$ cat src/rtl/id_issue_stage.sv
// rtl/id_issue_stage.sv - registered ID issue stage: operand forwarding, load-use/MUL interlock, valid/ready to EX
// Optional feature macro: ID_ISSUE_PERF_EN (adds perf_stall_cnt / perf_issue_cnt)
module id_issue_stage #(
  parameter int DW      = 32,
  parameter int AW      = 5,
  parameter int NFWD    = 2,
  parameter int MUL_LAT = 3,
  parameter int CW      = 12
) (
  input  logic                 clk,
  input  logic                 rst,
  input  logic                 in_valid,
  output logic                 in_ready,
  input  logic [AW-1:0]        in_raddr1,
  input  logic [AW-1:0]        in_raddr2,
  input  logic                 in_re1,
  input  logic                 in_re2,
  input  logic [DW-1:0]        in_imm,
  input  logic                 in_use_imm2,
  input  logic [AW-1:0]        in_waddr,
  input  logic                 in_we,
  input  logic                 in_is_load,
  input  logic                 in_is_mul,
  input  logic [CW-1:0]        in_ctrl,
  input  logic [DW-1:0]        rdata1,
  input  logic [DW-1:0]        rdata2,
  input  logic [NFWD-1:0]      fwd_we,
  input  logic [NFWD*AW-1:0]   fwd_waddr,
  input  logic [NFWD*DW-1:0]   fwd_wdata,
  input  logic [NFWD-1:0]      fwd_pending,
  input  logic                 flush,
  output logic                 out_valid,
  input  logic                 out_ready,
  output logic [DW-1:0]        out_op1,
  output logic [DW-1:0]        out_op2,
  output logic [AW-1:0]        out_waddr,
  output logic                 out_we,
  output logic                 out_is_load,
  output logic [CW-1:0]        out_ctrl,
`ifdef ID_ISSUE_PERF_EN
  output logic [31:0]          perf_stall_cnt,
  output logic [31:0]          perf_issue_cnt,
`endif
  output logic                 stall_o
);

  localparam logic [0:0] S_IDLE = 1'b0;
  localparam logic [0:0] S_BUSY = 1'b1;
  localparam int CNTW = (MUL_LAT > 1) ? $clog2(MUL_LAT) : 1;
  localparam logic MUL_MULTI = (MUL_LAT > 1);

  logic [0:0]      state;
  logic [CNTW-1:0] cnt;
  logic [DW:0]     res1;
  logic [DW:0]     res2;
  logic            hazard;
  logic            accept;

  // Returns {hazard, value}; the youngest matching forwarding source wins.
  function automatic logic [DW:0] resolve_port(input logic [AW-1:0] addr, input logic re,
                                               input logic [DW-1:0] rdata, input logic [DW-1:0] dflt);
    logic [DW-1:0] val;
    logic          haz;
    logic          found;
    val   = rdata;
    haz   = 1'b0;
    found = 1'b0;
    if (!re) begin
      val = dflt;
    end else if (addr == '0) begin
      val = '0;
    end else begin
      for (int i = 0; i < NFWD; i++) begin
        if (!found && fwd_we[i] && (fwd_waddr[i*AW +: AW] == addr)) begin
          found = 1'b1;
          haz   = fwd_pending[i];
          val   = fwd_wdata[i*DW +: DW];
        end
      end
    end
    return {haz, val};
  endfunction

  // Resolve both operands and derive the issue handshake.
  always_comb begin
    res1     = resolve_port(in_raddr1, in_re1, rdata1, '0);
    res2     = resolve_port(in_raddr2, in_re2, rdata2, in_use_imm2 ? in_imm : '0);
    hazard   = in_valid & (res1[DW] | res2[DW]);
    in_ready = ~rst & ~flush & ~hazard & (state == S_IDLE) & (~out_valid | out_ready);
    accept   = in_valid & in_ready;
    stall_o  = in_valid & ~in_ready;
  end

  // Output bundle register and MUL occupancy FSM; flush squashes everything in flight.
  always_ff @(posedge clk) begin
    if (rst) begin
      out_valid   <= 1'b0;
      out_op1     <= '0;
      out_op2     <= '0;
      out_waddr   <= '0;
      out_we      <= 1'b0;
      out_is_load <= 1'b0;
      out_ctrl    <= '0;
      state       <= S_IDLE;
      cnt         <= '0;
    end else if (flush) begin
      out_valid <= 1'b0;
      state     <= S_IDLE;
      cnt       <= '0;
    end else begin
      if (accept) begin
        out_valid   <= 1'b1;
        out_op1     <= res1[DW-1:0];
        out_op2     <= res2[DW-1:0];
        out_waddr   <= in_waddr;
        out_we      <= in_we;
        out_is_load <= in_is_load;
        out_ctrl    <= in_ctrl;
        if (in_is_mul && MUL_MULTI) begin
          state <= S_BUSY;
          cnt   <= CNTW'(MUL_LAT - 1);
        end
      end else if (out_valid && out_ready) begin
        out_valid <= 1'b0;
      end
      if (state == S_BUSY) begin
        if (cnt == CNTW'(1)) begin
          state <= S_IDLE;
          cnt   <= '0;
        end else begin
          cnt <= cnt - CNTW'(1);
        end
      end
    end
  end

`ifdef ID_ISSUE_PERF_EN
  // Saturating stall and issue counters.
  always_ff @(posedge clk) begin
    if (rst) begin
      perf_stall_cnt <= '0;
      perf_issue_cnt <= '0;
    end else begin
      if (stall_o && perf_stall_cnt != 32'hFFFF_FFFF) perf_stall_cnt <= perf_stall_cnt + 32'd1;
      if (accept && perf_issue_cnt != 32'hFFFF_FFFF) perf_issue_cnt <= perf_issue_cnt + 32'd1;
    end
  end
`endif

endmodule

$ cat config.mk
export PLATFORM = sky130hd
export DESIGN_NAME = id_issue_stage
export DESIGN_NICKNAME = d
export VERILOG_FILES = /design/src/rtl/id_issue_stage.sv
export SDC_FILE = /design/constraint.sdc
export NUM_CORES = 1
export LEC_CHECK = 0
export ABC_AREA = 1
export CAP_MARGIN = 20
export CORE_UTILIZATION = 42
export DETAILED_ROUTE_END_ITERATION = 7
export PLACE_DENSITY = 0.87
export SYNTH_ARGS = -nofsm -noshare
export SYNTH_HDL_FRONTEND = slang
export SYNTH_SLANG_ARGS = --single-unit
$ cat constraint.sdc
create_clock -name clk -period 5.5 [get_ports clk]
set_clock_uncertainty 0.05 [all_clocks]
set_input_delay 1.1 -clock clk [delete_from_list [all_inputs] [get_ports clk]]
set_output_delay 1.1 -clock clk [all_outputs]
set_load 0.005 [all_outputs]
* Word-level counts from Yosys, hierarchy flattened
Index checks and enable logic that the tools add are counted.
** Operators by class
- Add/subtract/negate cells :: 1
- Equality and inequality tests :: 5
- Muxes and demuxes :: 33
- Bitwise operators :: 15
- Reductions and logical operators :: 17
** Operators with widths (count)
- 32-bit two-way mux :: 9
- 5-bit == test :: 4
- 1-bit two-way mux :: 20
- 5-bit logical NOT :: 2
- 2-bit two-way mux :: 4
- 1-bit AND :: 7
- 1-bit logical AND :: 7
- 1-bit inverter :: 6
- 2-bit nonzero test :: 3
- 2-bit AND reduction :: 2
- 2-bit by 1-bit == test with 1-bit output (second input constant) :: 1
- 1-bit logical NOT :: 2
- 1-bit OR :: 2
- 2-bit OR reduction :: 1
- 2-bit by 1-bit subtractor with 2-bit output (second input constant) :: 1
** Storage, ports and cells
- Bits in registers :: 87
- Bits of input ports :: 212
- Output and inout bits :: 86

* Logic depth before layout (Yosys ltp)
Gate-level depths: netlist (run 1).
- Word-level depth :: 21
- Mapped depth :: 16

* Worst setup path before layout (run 1)
Ideal clock, no wire load.
- Kind :: input to output
- From :: in fwd_waddr[3]
- To :: out stall_o
- Data arrival time :: 2.128 ns
- Slack :: 2.222 ns
- Stages on the path :: 10
- Buffers on the path :: 1
- Path through :: xor2_1 > nor2_1 > nand3_1 > buf_4 > nand3_1 > nand2_1 > nand2_1 > nand2_1 > a21boi_0 > nor2_1
** Between the ends
- Longest elaborated chain between the ends :: 19
- Elaborated cells between the ends (all ways) :: 32
- Those cells by class :: eq/ne: 2; mux: 14; bitwise: 8; reduce/logical: 8
** Ends and longest elaborated chain
- from (decl) :: RTL line 28 : input logic [NFWD*AW-1:0] fwd_waddr,
- 5-bit == test :: RTL line 74 : if (!found && fwd_we[i] && (fwd_waddr[i*AW +: AW] == addr)) begin
- 1-bit logical AND :: RTL line 74
- 1-bit two-way mux :: RTL line 74
- 1-bit two-way mux :: RTL line 70 : end else if (addr == '0) begin
- 1-bit two-way mux :: RTL line 68 : if (!re) begin
- 1-bit logical NOT :: RTL line 74
- 1-bit logical AND (2 in a row) :: RTL line 74
- 1-bit two-way mux :: RTL line 74
- 1-bit two-way mux :: RTL line 70
- 1-bit two-way mux :: RTL line 68
- 1-bit OR * :: RTL line 88 : hazard = in_valid & (res1[DW] | res2[DW]);
- 1-bit AND * :: RTL line 88
- 1-bit inverter * :: RTL line 89 : in_ready = ~rst & ~flush & ~hazard & (state == S_IDLE) & (~out_valid | out_ready);
- 1-bit AND * (3 in a row) :: RTL line 89
- via in_ready :: RTL line 13 : output logic in_ready,
- 1-bit inverter * :: RTL line 91 : stall_o = in_valid & ~in_ready;
- 1-bit AND * :: RTL line 91
- to (decl) :: RTL line 44 : output logic stall_o
The timed path passes the listed nets; every way through them passes the cells marked *. The select of a mux whose other input is x is not followed.

* Worst setup path in the final report (run 1)
- From :: in in_raddr1[2]
- To :: out stall_o
** Between the ends
- Longest elaborated chain between the ends :: 19
- Elaborated cells between the ends (all ways) :: 22
- Those cells by class :: eq/ne: 2; mux: 7; bitwise: 8; reduce/logical: 5
** Ends and longest elaborated chain
- from (decl) :: RTL line 14 : input logic [AW-1:0] in_raddr1,
- 5-bit == test :: RTL line 74
- 1-bit logical AND :: RTL line 74
- 1-bit two-way mux :: RTL line 74
- 1-bit two-way mux :: RTL line 70
- 1-bit two-way mux :: RTL line 68
- 1-bit logical NOT :: RTL line 74
- 1-bit logical AND (2 in a row) :: RTL line 74
- 1-bit two-way mux :: RTL line 74
- 1-bit two-way mux * :: RTL line 70
- 1-bit two-way mux * :: RTL line 68
- 1-bit OR * :: RTL line 88
- 1-bit AND * :: RTL line 88
- 1-bit inverter * :: RTL line 89
- 1-bit AND * (3 in a row) :: RTL line 89
- 1-bit inverter * :: RTL line 91
- 1-bit AND * :: RTL line 91
Mark *: on every way between the ends. The rest lies on a longest branch, timed or not. The select of a mux whose other input is x is not followed.

==> results of run 1 <==
-- power by group through the flow --
stage               Clock [mW]  Combinational, mW  Sequential (mW)
finish                   0.620              0.433            0.676
global route             0.653              0.469            0.679
CTS                      0.628              0.432            0.676
detailed placement           0              0.428            0.689
global placement             0              0.426            0.688
floorplan                    0              0.157            0.691
-- metrics by stage --
step | hold WS, ps | std cells | cell area, um2 | util [%]
finish | 414.0 | 1293 | 8605 | 70.75
detailed placement | 407.0 | 1277 | 8308 | 68.31
CTS | 417.0 | 1293 | 8605 | 70.75
global route | 435.1 | 1293 | 8605 | 70.75
global placement | 400.9 | 1277 | 8308 | 68.31
floorplan | 386.7 | 859 | 5314 | -
-- synthesized netlist by cell type, drive strengths merged --
library cell / instances
nand2: 211
nor2: 194
o21ai: 110
dfxtp: 87
inv: 60
a21oi: 41
buf: 33
o221ai: 32
clkbuf: 29
nor3b: 18
o211ai: 15
nand3b: 13
nand3: 5
nand4: 4
xor2: 2
a21boi: 1
ha: 1
nor3: 1
o21a: 1
or2: 1
-- metal layers --
| metal | global-route usage [%] | wire, um |
|---|---|---|
| met4 | 16.54 | 1047 |
| met5 | 0 | 0 |
| met2 | 56.57 | 10430 |
| met1 | 37.46 | 8330 |
| met3 | 8.311 | 1801 |
-- final cells by class --
type | instances | area, um2 | share of cell area (%)
timing repair buffer | 312 | 3085 | 35.86
multi-input combinational | 650 | 3045 | 35.39
sequential | 87 | 1742 | 20.24
clock buffer | 10 | 229.0 | 2.661
inverter | 60 | 225.2 | 2.617
tap | 168 | 210.2 | 2.443
clock inverter | 6 | 67.56 | 0.7852
-- tightest hold or removal path, cell delays in order, from the launching register on --
cell and delay (ps):
dfxtp_1 310, nand2_1 60, a21oi_1 50
-- cells by family (layout without fill, tap and decap cells) --
family / after synthesis / count (layout) / share of synthesized area (%)
buf+inv: 122 / 388 / 10.36
compound gates: 200 / 200 / 21.90
xor+xnor: 2 / 2 / 0.3297
fa+ha+maj: 1 / 1 / 0.2354
simple gates: 447 / 447 / 34.40
flops: 87 / 87 / 32.78
-- worst paths after layout --
check                         endpoint  slack, ps  depth (start not counted)
max reg2reg  out_waddr[1]$_SDFFE_PP0P_       2720                          8
min           out_ctrl[8]$_SDFFE_PP0P_        410                          2
max                            stall_o        700                         11
min reg2reg   out_ctrl[8]$_SDFFE_PP0P_        410                          2
-- state kept, by name, indices dropped and copies added (netlist names) --
name	count
out_ctrl	12
out_we	1
out_valid	1
cnt	2
out_is_load	1
out_waddr	5
state	1
out_op1	32
out_op2	32
==> flow_metrics.tcl, run 1 <==
set metrics [dict create \
    status "finished, final reports clean" \
    core_region_area_mm2 0.01216 \
    io_pins 298 \
    post_drt_wl_per_cell_um 16.71 \
    globalplace.congestion 0.8565 \
    max_slew_margin_pct 51.86 \
    synth_largest_area_cell "dfxtp_1" \
    routed_wirelength_um 21610 \
    critPathArrivalTime_ps 3650 \
    ys_warn_count 0 \
    pwr-share-seq_pct 39.1 \
    drive_gt1_share_pct 3.822 \
    startpoint_type "input pin" \
    rsz0062_at_grt "no" \
    clk_path_buf_depth 2 \
    die-width_um 114.5 \
    drc 0 \
    grt_pass1_vias 6514 \
    comb_power_share_pct 25.0 \
    synthCells 859 \
    area_delta_synth_final_pct 61.93 \
    finalPower_mw 1.728 \
    worstSkewPairLatency_ps 340 \
    via_per_inst 5.309 \
    vias 6865 \
    cts_hold_buf 0 \
    antenna_found_initial 0 \
    ys_seq_area_share_pct 32.78 \
    period_needed_ps 4796 \
    crit_required_ps 4350 \
    post_cts_buffers 0 \
    hold_class "reg2reg" \
    fp.dieH_um 114.5 \
    final_nets 1333 \
    power_density_mw_per_mm2 200.8 \
    fmax_ghz 0.2085 \
    synth_area_mm2 0.005314 \
    first_pass_iters 5 \
    switching_share_pct 26.94 \
    cts_root_buf "clkbuf_16" \
    mostFrequentLayoutCells "clkdlybuf4s50_1 (297), nand2_1 (211), nor2_1 (191)" \
    pwr-share-clk_pct 35.9 \
    grt_pass1_wl_um 33190 \
    critPathSlowestCell "clkdlybuf4s50_1" \
    grt_max_degree 66 \
    grt_usage_pct 32.76 \
    layout_commonest_cell "clkdlybuf4s50_1" \
    hold_viol 0 \
    ant_nets 0 \
    cts_buffers 9 \
    startpoint "in_raddr1[2]" \
    synth_fp_nets 1072 \
    clk_pin_slew_worst_paths_ps 60 \
    drv_cap 0 \
    crit_fanout 20 \
    slowest_delay_ps 540 \
    r2r-start "out_valid$_SDFFE_PP0P_" \
    post_cts_resized 0 \
    hpwl_um 15720 \
    power.leakage_nw 3.544 \
    tightest_slew_ps 721.3 \
    critical_path_class "in2out" \
    globalRouteOverflowTotal 0 \
    hp-start "out_ctrl[8]$_SDFFE_PP0P_" \
    power_switching_mw 0.4656 \
    endpoint_kind "output port" \
    critPathTopFamily "buffers and inverters" \
    fin_crit_sh_pct 87.20 \
    dieArea_mm2 0.01311 \
    numPortBuffers 297 \
    peakVddDrop_v 0.0001498 \
    finalSetupViolations 0 \
    start_util_pct 43.69 \
    final.setup.tns_ps 0 \
    place_ws_ps 715.4 \
    path_buf_inv 5 \
    synth.distinct_cells 27 \
    fin_ws_ps 703.9 \
    clock-sinks 87 \
    ys_ff_latch 87 \
    synth_top_area_share_pct 32.78 \
    htree_levels 3 \
    synth_area_leaders "dfxtp_1 (33%), nand2_1 (15%), nor2_1 (14%)" \
    n_fill_cell 1060 \
    n_antenna_cell 0 \
    syn_avg_cell_area_um2 6.186 \
    slew_viol_final 0 \
    crit_path_cell_trace "clkdlybuf4s50_1, inv_2, nand4_1, o21ai_1, buf_4, inv_1, nand2_1, nand2_1, a21boi_0, nor2_1, clkdlybuf4s50_1" \
    cts_tree "yes" \
    intPower_mw 1.263 \
    drt_iter0_markers 802 \
    num_rows 40 \
]
(Power assumes the default switching activity.)
==> run 2, diff against run 1 <==
Settings changed: CORE_AREA set to 2 2 114 116, CORE_UTILIZATION 42 to not set, DIE_AREA set to 0 0 116 118, DONT_BUFFER_PORTS set to 1, PLACE_DENSITY 0.87 to 0.57.
==> flow_metrics.tcl, run 2 (synthesis gave the netlist of run 1 again) <==
set metrics [dict create \
    status "finished, final reports clean" \
    fin_ws_ps 1622 \
    pwr-share-clk_pct 42.2 \
    post_cts_resized 0 \
    drc 0 \
    place_ws_ps 1601 \
    rsz0062_at_grt "no" \
    post_drt_wl_per_cell_um 20.12 \
    antenna_found_initial 1 \
    crit_fanout 21 \
    cts_hold_buf 0 \
    htree_levels 3 \
    max_slew_margin_pct 38.97 \
    reg.largest.list "out_op1 x32, out_op2 x32, out_ctrl x12" \
    dp.cells 979 \
    slew_viol_final 0 \
    peakVddDrop_v 0.0001435 \
    grt_pass1_wl_um 29440 \
    drt_iter0_markers 416 \
    final.setup.tns_ps 0 \
    mostFrequentLayoutCells "nand2_1 (211), nor2_1 (191), dfxtp_1 (87)" \
    drive_gt1_share_pct 4.739 \
    first_pass_iters 5 \
    critPathSlowestCell "inv_1" \
    fmax_ghz 0.2578 \
    grt_pass1_vias 5481 \
    crit_path_cell_trace "inv_1, nand2_1, o21ai_1, nor2_1, nand3_2, inv_1, nand2_1, nand2_1, nand2_1, nand2_1, a21boi_0, nor2_1" \
    crit_required_ps 4350 \
    endpoint_kind "output port" \
    clock-sinks 87 \
    r2r-start "out_valid$_SDFFE_PP0P_" \
    dieArea_mm2 0.01369 \
    r2r_slack_ps 2980 \
    r2r_end "out_op2[5]$_SDFFE_PP0P_" \
    layout_commonest_cell "nand2_1" \
    clk_path_buf_depth 2 \
    m1WireLength_um 7716 \
    globalplace.congestion 0.9841 \
    die-width_um 116 \
    routed_wirelength_um 20040 \
    switching_share_pct 28.33 \
    fp.dieH_um 118 \
    power_density_mw_per_mm2 270.3 \
    post_cts_buffers 0 \
    comb_power_share_pct 12.6 \
    final_nets 1031 \
    fin_util_pct 45.24 \
    tightest_slew_ps 915.5 \
    power_switching_mw 0.4302 \
    worstSkewPairLatency_ps 340 \
    critPathTopFamily "simple AND/OR/NAND/NOR gates" \
    whs_endpoint "cnt[1]$_SDFFE_PP0P_" \
    path_buf_inv 2 \
    pwr-share-seq_pct 45.3 \
    intPower_mw 1.088 \
    cts_root_buf "clkbuf_16" \
    critical_path_class "in2out" \
    finalSetupViolations 0 \
    power.leakage_nw 2.407 \
    fin_crit_sh_pct 70.52 \
    num_rows 41 \
    drv_cap 0 \
    postLayoutCellArea_mm2 0.005617 \
    via_per_inst 5.640 \
    dpl_cell_area_mm2 0.005308 \
    globalRouteOverflowTotal 0 \
    vias 5617 \
    numPortBuffers 0 \
    clk_pin_slew_worst_paths_ps 60 \
    io_pins 298 \
    hpwl_um 14560 \
    hold_class "reg2reg" \
    period_needed_ps 3878 \
    final_cells 996 \
    met2WireLength_um 9440 \
    grt_max_degree 85 \
    core_region_area_mm2 0.01241 \
    dr.max_layer_used "met4" \
    hold_viol 0 \
    crit_top_cell "nand2_1" \
    area_delta_synth_final_pct 5.698 \
    cts_tree "yes" \
    hp-start "cnt[1]$_SDFFE_PP0P_" \
    crit_cells 12 \
    critPathArrivalTime_ps 2730 \
    ant_nets 0 \
    cts_buffers 9 \
    dr_wl_met3_um 2131 \
    hold_depth 2 \
    start_util_pct 42.80 \
    grt_usage_pct 27.97 \
    rr_worst_depth 8 \
    startpoint_type "input pin" \
    slowest_delay_ps 530 \
]
run 2: worst max-delay path by stage:
| stage | start | endpoint | slack (ps) |
|---|---|---|---|
| final | fwd_waddr[2] | stall_o | 1620 |
| after global routing | in_raddr1[0] | stall_o | 1350 |
| after global placement | in_raddr1[3] | stall_o | 1620 |
| after CTS | fwd_waddr[2] | stall_o | 1600 |
| after floorplan | fwd_waddr[3] | stall_o | 2220 |
| after detailed placement | fwd_waddr[2] | stall_o | 1600 |
run 2: metal layers:
metal | global-route usage (%) | vias up
li1 | - | 2715
met1 | 31.80 | 2563
met2 | 47.08 | 291
met3 | 9.578 | 48
met4 | 11.98 | 0
met5 | 0 | -
run 2: stage by stage:
step	hold WS, ps	power [mW]
3_5_place_dp	420.2	0.8914
3_3_place_gp	395.8	0.8866
4_1_cts	430.5	1.531
6_report	421.4	1.518
5_1_grt	445.0	1.584
2_1_floorplan	386.7	0.8476
run 2: power groups by stage:
stage / Sequential (mW) / Combinational (mW) / Clock, mW
2_1_floorplan: 0.691 / 0.157 / 0
3_3_place_gp: 0.701 / 0.185 / 0
3_5_place_dp: 0.702 / 0.190 / 0
4_1_cts: 0.687 / 0.191 / 0.652
5_1_grt: 0.689 / 0.219 / 0.676
6_report: 0.687 / 0.191 / 0.640
run 2: worst register-to-register path, cell delays in order (launching register included):
cell and delay (ps):
dfxtp_1 330, inv_1 50, nor2_1 40, nor3_1 470, nand4_4 150, inv_2 610
buf_4 480, o21ai_0 150, nor2_1 120
run 2: layout make-up:
cell class	count	area, um2
tap	172	215.2
inverter	60	225.2
clock buffer	9	225.2
clock inverter	7	81.33
antenna	1	2.502
multi-input combinational	650	3050
sequential	87	1742
fill	1346	6798
timing repair buffer	10	75.07
